**src/rtl/button_event_queue_if.sv**
```systemverilog
// Consumer-side bundle for button_event_queue.
//   master : the queue itself (drives the event head and flags)
//   slave  : the game logic (pops events, clears the overflow flag)
// Signals:
//   rd_en          pop request from the consumer
//   event_valid    queue holds at least one event
//   event_code     head event, button index + 1 (0 when empty)
//   count          number of queued events, 0..DEPTH
//   overflow       sticky "a press was discarded" flag
//   clear_overflow synchronous clear of overflow
interface button_event_queue_if #(
  parameter int DEPTH  = 4,
  parameter int CODE_W = 3
);
  localparam int CNT_W = $clog2(DEPTH) + 1;

  logic              rd_en;
  logic              event_valid;
  logic [CODE_W-1:0] event_code;
  logic [CNT_W-1:0]  count;
  logic              overflow;
  logic              clear_overflow;

  modport master (
    input  rd_en,
    input  clear_overflow,
    output event_valid,
    output event_code,
    output count,
    output overflow
  );

  modport slave (
    output rd_en,
    output clear_overflow,
    input  event_valid,
    input  event_code,
    input  count,
    input  overflow
  );
endinterface

```
**src/rtl/button_event_queue.sv**
```systemverilog
// button_event_queue
// Collects one-cycle press pulses from the five button debouncers and hands
// them to the game logic one at a time as encoded events (index + 1).
// Each button owns a pending bit so simultaneous presses are not lost; the
// pending bits drain by fixed priority (up first) into a small FWFT FIFO.
// Ports:
//   clk        system clock, rising edge
//   reset      asynchronous, active-high
//   btn_pulse  press pulses: 0 up, 1 down, 2 left, 3 right, 4 centre
//   bus        consumer interface (master side), see button_event_queue_if
module button_event_queue #(
  parameter int NUM_BTN = 5,
  parameter int DEPTH   = 4,
  parameter int CODE_W  = 3
) (
  input  logic               clk,
  input  logic               reset,
  input  logic [NUM_BTN-1:0] btn_pulse,
  button_event_queue_if.master bus
);
  localparam int PTR_W = $clog2(DEPTH);
  localparam int CNT_W = PTR_W + 1;

  logic [NUM_BTN-1:0] pending;
  logic [CODE_W-1:0]  mem [DEPTH];
  logic [PTR_W-1:0]   wr_ptr;
  logic [PTR_W-1:0]   rd_ptr;
  logic [CNT_W-1:0]   count;
  logic               overflow;

  logic               pop;
  logic               push_ok;
  logic [NUM_BTN-1:0] grant;
  logic               push;
  logic [CODE_W-1:0]  push_code;
  logic               overflow_set;

  // A full FIFO can still accept a push when the head leaves in the same
  // cycle. The grant isolates the lowest set pending bit (x & -x).
  always_comb begin
    pop          = bus.rd_en && (count != '0);
    push_ok      = (count != CNT_W'(DEPTH)) || pop;
    grant        = pending & (~pending + NUM_BTN'(1)) & {NUM_BTN{push_ok}};
    push         = |grant;
    overflow_set = |(btn_pulse & pending & ~grant);
    push_code    = '0;
    for (int i = 0; i < NUM_BTN; i++) begin
      if (grant[i]) push_code = CODE_W'(i + 1);
    end
  end

  // Pending bits, FIFO storage, pointers and count. A granted bit that is
  // pressed again in the same cycle is simply re-armed by the new pulse.
  always_ff @(posedge clk or posedge reset) begin
    if (reset) begin
      pending <= '0;
      wr_ptr  <= '0;
      rd_ptr  <= '0;
      count   <= '0;
      for (int i = 0; i < DEPTH; i++) mem[i] <= '0;
    end else begin
      pending <= (pending & ~grant) | btn_pulse;
      if (push) begin
        mem[wr_ptr] <= push_code;
        wr_ptr      <= wr_ptr + PTR_W'(1);
      end
      if (pop) rd_ptr <= rd_ptr + PTR_W'(1);
      case ({push, pop})
        2'b10:   count <= count + CNT_W'(1);
        2'b01:   count <= count - CNT_W'(1);
        default: count <= count;
      endcase
    end
  end

  // Sticky overflow flag; a fresh discard in the same cycle beats the clear.
  always_ff @(posedge clk or posedge reset) begin
    if (reset)                   overflow <= 1'b0;
    else if (overflow_set)       overflow <= 1'b1;
    else if (bus.clear_overflow) overflow <= 1'b0;
  end

  assign bus.event_valid = (count != '0);
  assign bus.event_code  = bus.event_valid ? mem[rd_ptr] : '0;
  assign bus.count       = count;
  assign bus.overflow    = overflow;
endmodule

```
**src/flat_wrapper.sv**
```systemverilog
// flat-port wrapper written by rule: the top's interface ports become plain ports
module button_event_queue_flat 
#(
  parameter int NUM_BTN = 5,
  parameter int DEPTH   = 4,
  parameter int CODE_W  = 3
)
  (clk, reset, btn_pulse, bus_rd_en, bus_clear_overflow, bus_event_valid, bus_event_code, bus_count, bus_overflow);
  button_event_queue_if #(.DEPTH(DEPTH), .CODE_W(CODE_W)) bus_i ();
  input  logic clk;
  input  logic reset;
  input  logic [NUM_BTN-1:0] btn_pulse;
  input wire logic [$bits(bus_i.rd_en)-1:0] bus_rd_en;
  input wire logic [$bits(bus_i.clear_overflow)-1:0] bus_clear_overflow;
  output wire logic [$bits(bus_i.event_valid)-1:0] bus_event_valid;
  output wire logic [$bits(bus_i.event_code)-1:0] bus_event_code;
  output wire logic [$bits(bus_i.count)-1:0] bus_count;
  output wire logic [$bits(bus_i.overflow)-1:0] bus_overflow;
  assign bus_i.rd_en = bus_rd_en;
  assign bus_i.clear_overflow = bus_clear_overflow;
  assign bus_event_valid = bus_i.event_valid;
  assign bus_event_code = bus_i.event_code;
  assign bus_count = bus_i.count;
  assign bus_overflow = bus_i.overflow;
  button_event_queue #(.NUM_BTN(NUM_BTN), .DEPTH(DEPTH), .CODE_W(CODE_W)) u_core (.clk(clk), .reset(reset), .btn_pulse(btn_pulse), .bus(bus_i));
endmodule
```
**config.mk**
```make
export PLATFORM = sky130hd
export DESIGN_NAME = button_event_queue_flat
export DESIGN_NICKNAME = d
export VERILOG_FILES = /design/src/rtl/button_event_queue_if.sv /design/src/rtl/button_event_queue.sv /design/src/flat_wrapper.sv
export SDC_FILE = /design/constraint.sdc
export NUM_CORES = 1
export LEC_CHECK = 0
export ABC_AREA = 1
export CORE_MARGIN = 2
export CORE_UTILIZATION = 56
export DETAILED_ROUTE_END_ITERATION = 16
export PLACE_DENSITY_LB_ADDON = 0.25
export SYNTH_ARGS = -nofsm -noshare
export SYNTH_HDL_FRONTEND = slang
export SYNTH_SLANG_ARGS = --single-unit
```
**constraint.sdc**
```tcl
create_clock -name clk -period 3.1 [get_ports clk]
set_clock_uncertainty 0.05 [all_clocks]
set_input_delay 0.465 -clock clk [delete_from_list [all_inputs] [get_ports clk]]
set_output_delay 0.465 -clock clk [all_outputs]
set_load 0.005 [all_outputs]
```
==> impl_metrics.csv <==
group,metric,value,unit
timing,rsz0062_at_grt,"no",
layout,nets,206,
yosys,yosys_register_bits,25,
setup_path,r2r-start,"u_core.bus.count[1]$_DFFE_PP0P_",
yosys,async_reset_ff_share,100.0,%
clocking,clk_path_buf_depth,2,
timing,max_freq,416.1,MHz
yosys,synth_area_leaders,"dfrtp_1 (46%), nand2_1 (14%), nor2_1 (6.4%)",
clocking,ctsHoldBuffers,0,
die,dieArea,2812,µm²
yosys,synth_nets,187,
yosys,netlist_instances,172,
global_routing,grt_pass1_wl,4574,µm
routing,vias,1116,
die,placementRows,17,
setup_path,crit_required,3.31,ns
clocking,clk_latency,0.33,ns
clocking,cts.htree.levels,1,
setup_path,timing.critical_path.from,"bus_rd_en",
setup_path,critPathLaunchType,"input pin",
yosys,netlist.area_leader.share,46.47,%
pwr,leakagePower,0.0008378,µW
die,initial_core_util,60.28,%
yosys,synthDistinctLibCells,22,
timing,finalCritPeriodShare,77.52,%
routing,wl,2566,µm
layout,drive_gt1_share,5.789,%
placed_design,port_buffers,16,
setup_path,end_kind,"flip-flop",
layout,diodes,0,
yosys,avgSynthCellArea,7.827,µm²
timing,period_needed,2.403,ns
hold_path,worstHoldPathType,"flip-flop to flip-flop",
timing,hold_viol,0,
layout,regArea,625.6,µm²
routing,via_per_inst,5.119,
run,maxCapViolations,0,
pwr,p_per_area,847.3,nW/µm²
global_routing,grt_use_total,23.18,%
global_routing,grt_overflow_total,0,
global_routing,grt_pass1_vias,1055,
yosys,synth_top_flop_cell,"dfrtp_1",
placed_design,pre_cts_ws,0.3817,ns
routing,detail_route.first_pass.iterations,6,
layout,n_fill_cell,174,
clocking,cts.sinks,25,
setup_path,path_max_fanout,16,
routing,dr.first_iter.drc_count,25,
timing,finalSetupViolations,0,
placed_design,hpwlAfterDp,2034,µm
global_routing,antenna_found_initial,0,
clocking,cts_buffers,3,
placed_design,place_congestion,0.8706,
yosys,synth_edf_count,0,
timing,worst_pin_slew,0.9014,ns
die,fp.dieW,53.03,µm
status,outcome,"finished, final reports clean",
routing,wl_per_cell,11.77,µm
timing,slew_headroom,39.84,%
routing,post-route-drc-count,0,
clocking,cts_resized,0,
pwr,vdd.ir_drop.worst,0.4538,mV
clocking,cts_root_buf,"clkbuf_4",
clocking,post_cts_buffers,0,
timing,setup_tns,0,ns
hold_path,hold_start,"u_core.mem[6]$_DFFE_PP0P_",
layout,area_growth,15.24,%
layout,multi_input_area,618.1,µm²
routing,ant_nets,0,
yosys,synth_area,1346,µm²
yosys,yosysWarnings,0,
timing,drv_slew,0,
setup_path,path_class,"input pin to flip-flop",
setup_path,worstPathArrival,2.61,ns
global_routing,grt_max_degree,26,
timing,setup_slack,0.6969,ns
die,ios,17,
die,coreArea,2233,µm²
clocking,cts_tree,"built",
clocking,clk_pin_slew,0.14,ns
die,die_height,53.03,µm
yosys,synth_top_cell_by_area,"dfrtp_1",
yosys,ys_seq_area_share,46.47,%
[power breakdown]
| part | internal [µW] | leakage (µW) | total [µW] | switching [µW] |
|---|---|---|---|---|
| Combinational | 295 | 0.000528 | 631 | 336 |
| Sequential | 436 | 0.000295 | 538 | 102 |
| Clock | 50.5 | 0.0000150 | 146 | 95.1 |
[worst paths after layout]
| path | to | slack, ns | cells past startpoint |
|---|---|---|---|
| worst max register to register | u_core.bus.count[2]$_DFFE_PP0P_ | 0.80 | 11 |
| max in group asynchronous | u_core.mem[11]$_DFFE_PP0P_ | 1.87 | 2 |
| worst min register to register | u_core.mem[6]$_DFFE_PP0P_ | 0.43 | 2 |
| worst max-delay path | u_core.bus.count[1]$_DFFE_PP0P_ | 0.70 | 10 |
| min in group asynchronous | u_core.pending[2]$_DFF_PP0_ | 0.57 | 2 |
| worst min-delay path | u_core.mem[6]$_DFFE_PP0P_ | 0.43 | 2 |
[stage by stage]
step	total power (µW)	hold WS, ns	std cells	util, %	area, µm²
2_1_floorplan	941.4	0.3866	172	-	1346
3_3_place_gp	1134	0.4090	214	68.29	1525
3_5_place_dp	1175	0.4050	214	68.29	1525
4_1_cts	1319	0.4346	218	69.47	1551
5_1_grt	1452	0.4489	218	69.47	1551
6_report	1315	0.4331	218	69.47	1551
[state kept, by name (all words and copies together) (netlist names)]
| signal | cells |
|---|---|
| u_core.mem | 12 |
| u_core.pending | 5 |
| u_core.bus.count | 3 |
| u_core.rd_ptr | 2 |
| u_core.wr_ptr | 2 |
| u_core.bus.overflow | 1 |
[layout by cell type (no fill, tap or decap), types with 4 or more instances in the layout]
cell type and instances:
nand2_1 52, o21ai_0 9, a21oi_1 4, clkdlybuf4s50_1 16, ha_1 5, nor2_1 23
nand3_1 13, dfrtp_1 25, inv_1 21
[cells in the mapped netlist (all sizes together), types with 2 or more instances]
cell type and n:
ha 5, o21bai 3, o21ai 10, nor2 26, xor2 2, dfrtp 25
a21oi 4, buf 2, inv 23, nand2 53, nand3 13
[routing by layer]
layer	vias up	global-route usage, %	part of all wire [%]
met5	-	0	0
met4	0	9.402	1.8
met3	6	5.367	3.0
met2	19	39.38	48
met1	518	28.23	47
li1	573	-	-
[critical path: stages]
cell and delay, ns:
clkdlybuf4s50_1 0.50, inv_1 0.06, nand2_1 0.07, nor2_2 0.07
a31oi_4 0.37, inv_1 0.12, ha_1 0.22, inv_1 0.10
fa_1 0.43, o21ai_0 0.19
[layout make-up]
cell class / instances / area share, %
clock buffer: 4 / 1.694
inverter: 23 / 5.565
multi-input combinational: 122 / 39.84
sequential: 25 / 40.32
tap: 28 / 2.258
timing repair buffer: 16 / 10.32
[kinds of logic after synthesis]
group | after synthesis | synth area share (%)
AO/OA/AOI/OAI | 20 | 9.852
XOR/XNOR | 3 | 1.952
adder cells (fa/ha/maj) | 6 | 6.134
buffers and inverters | 25 | 7.621
flip-flops | 25 | 46.47
AND/OR/NAND/NOR | 93 | 27.97
No activity file was read; power rests on OpenSTA's default activity.
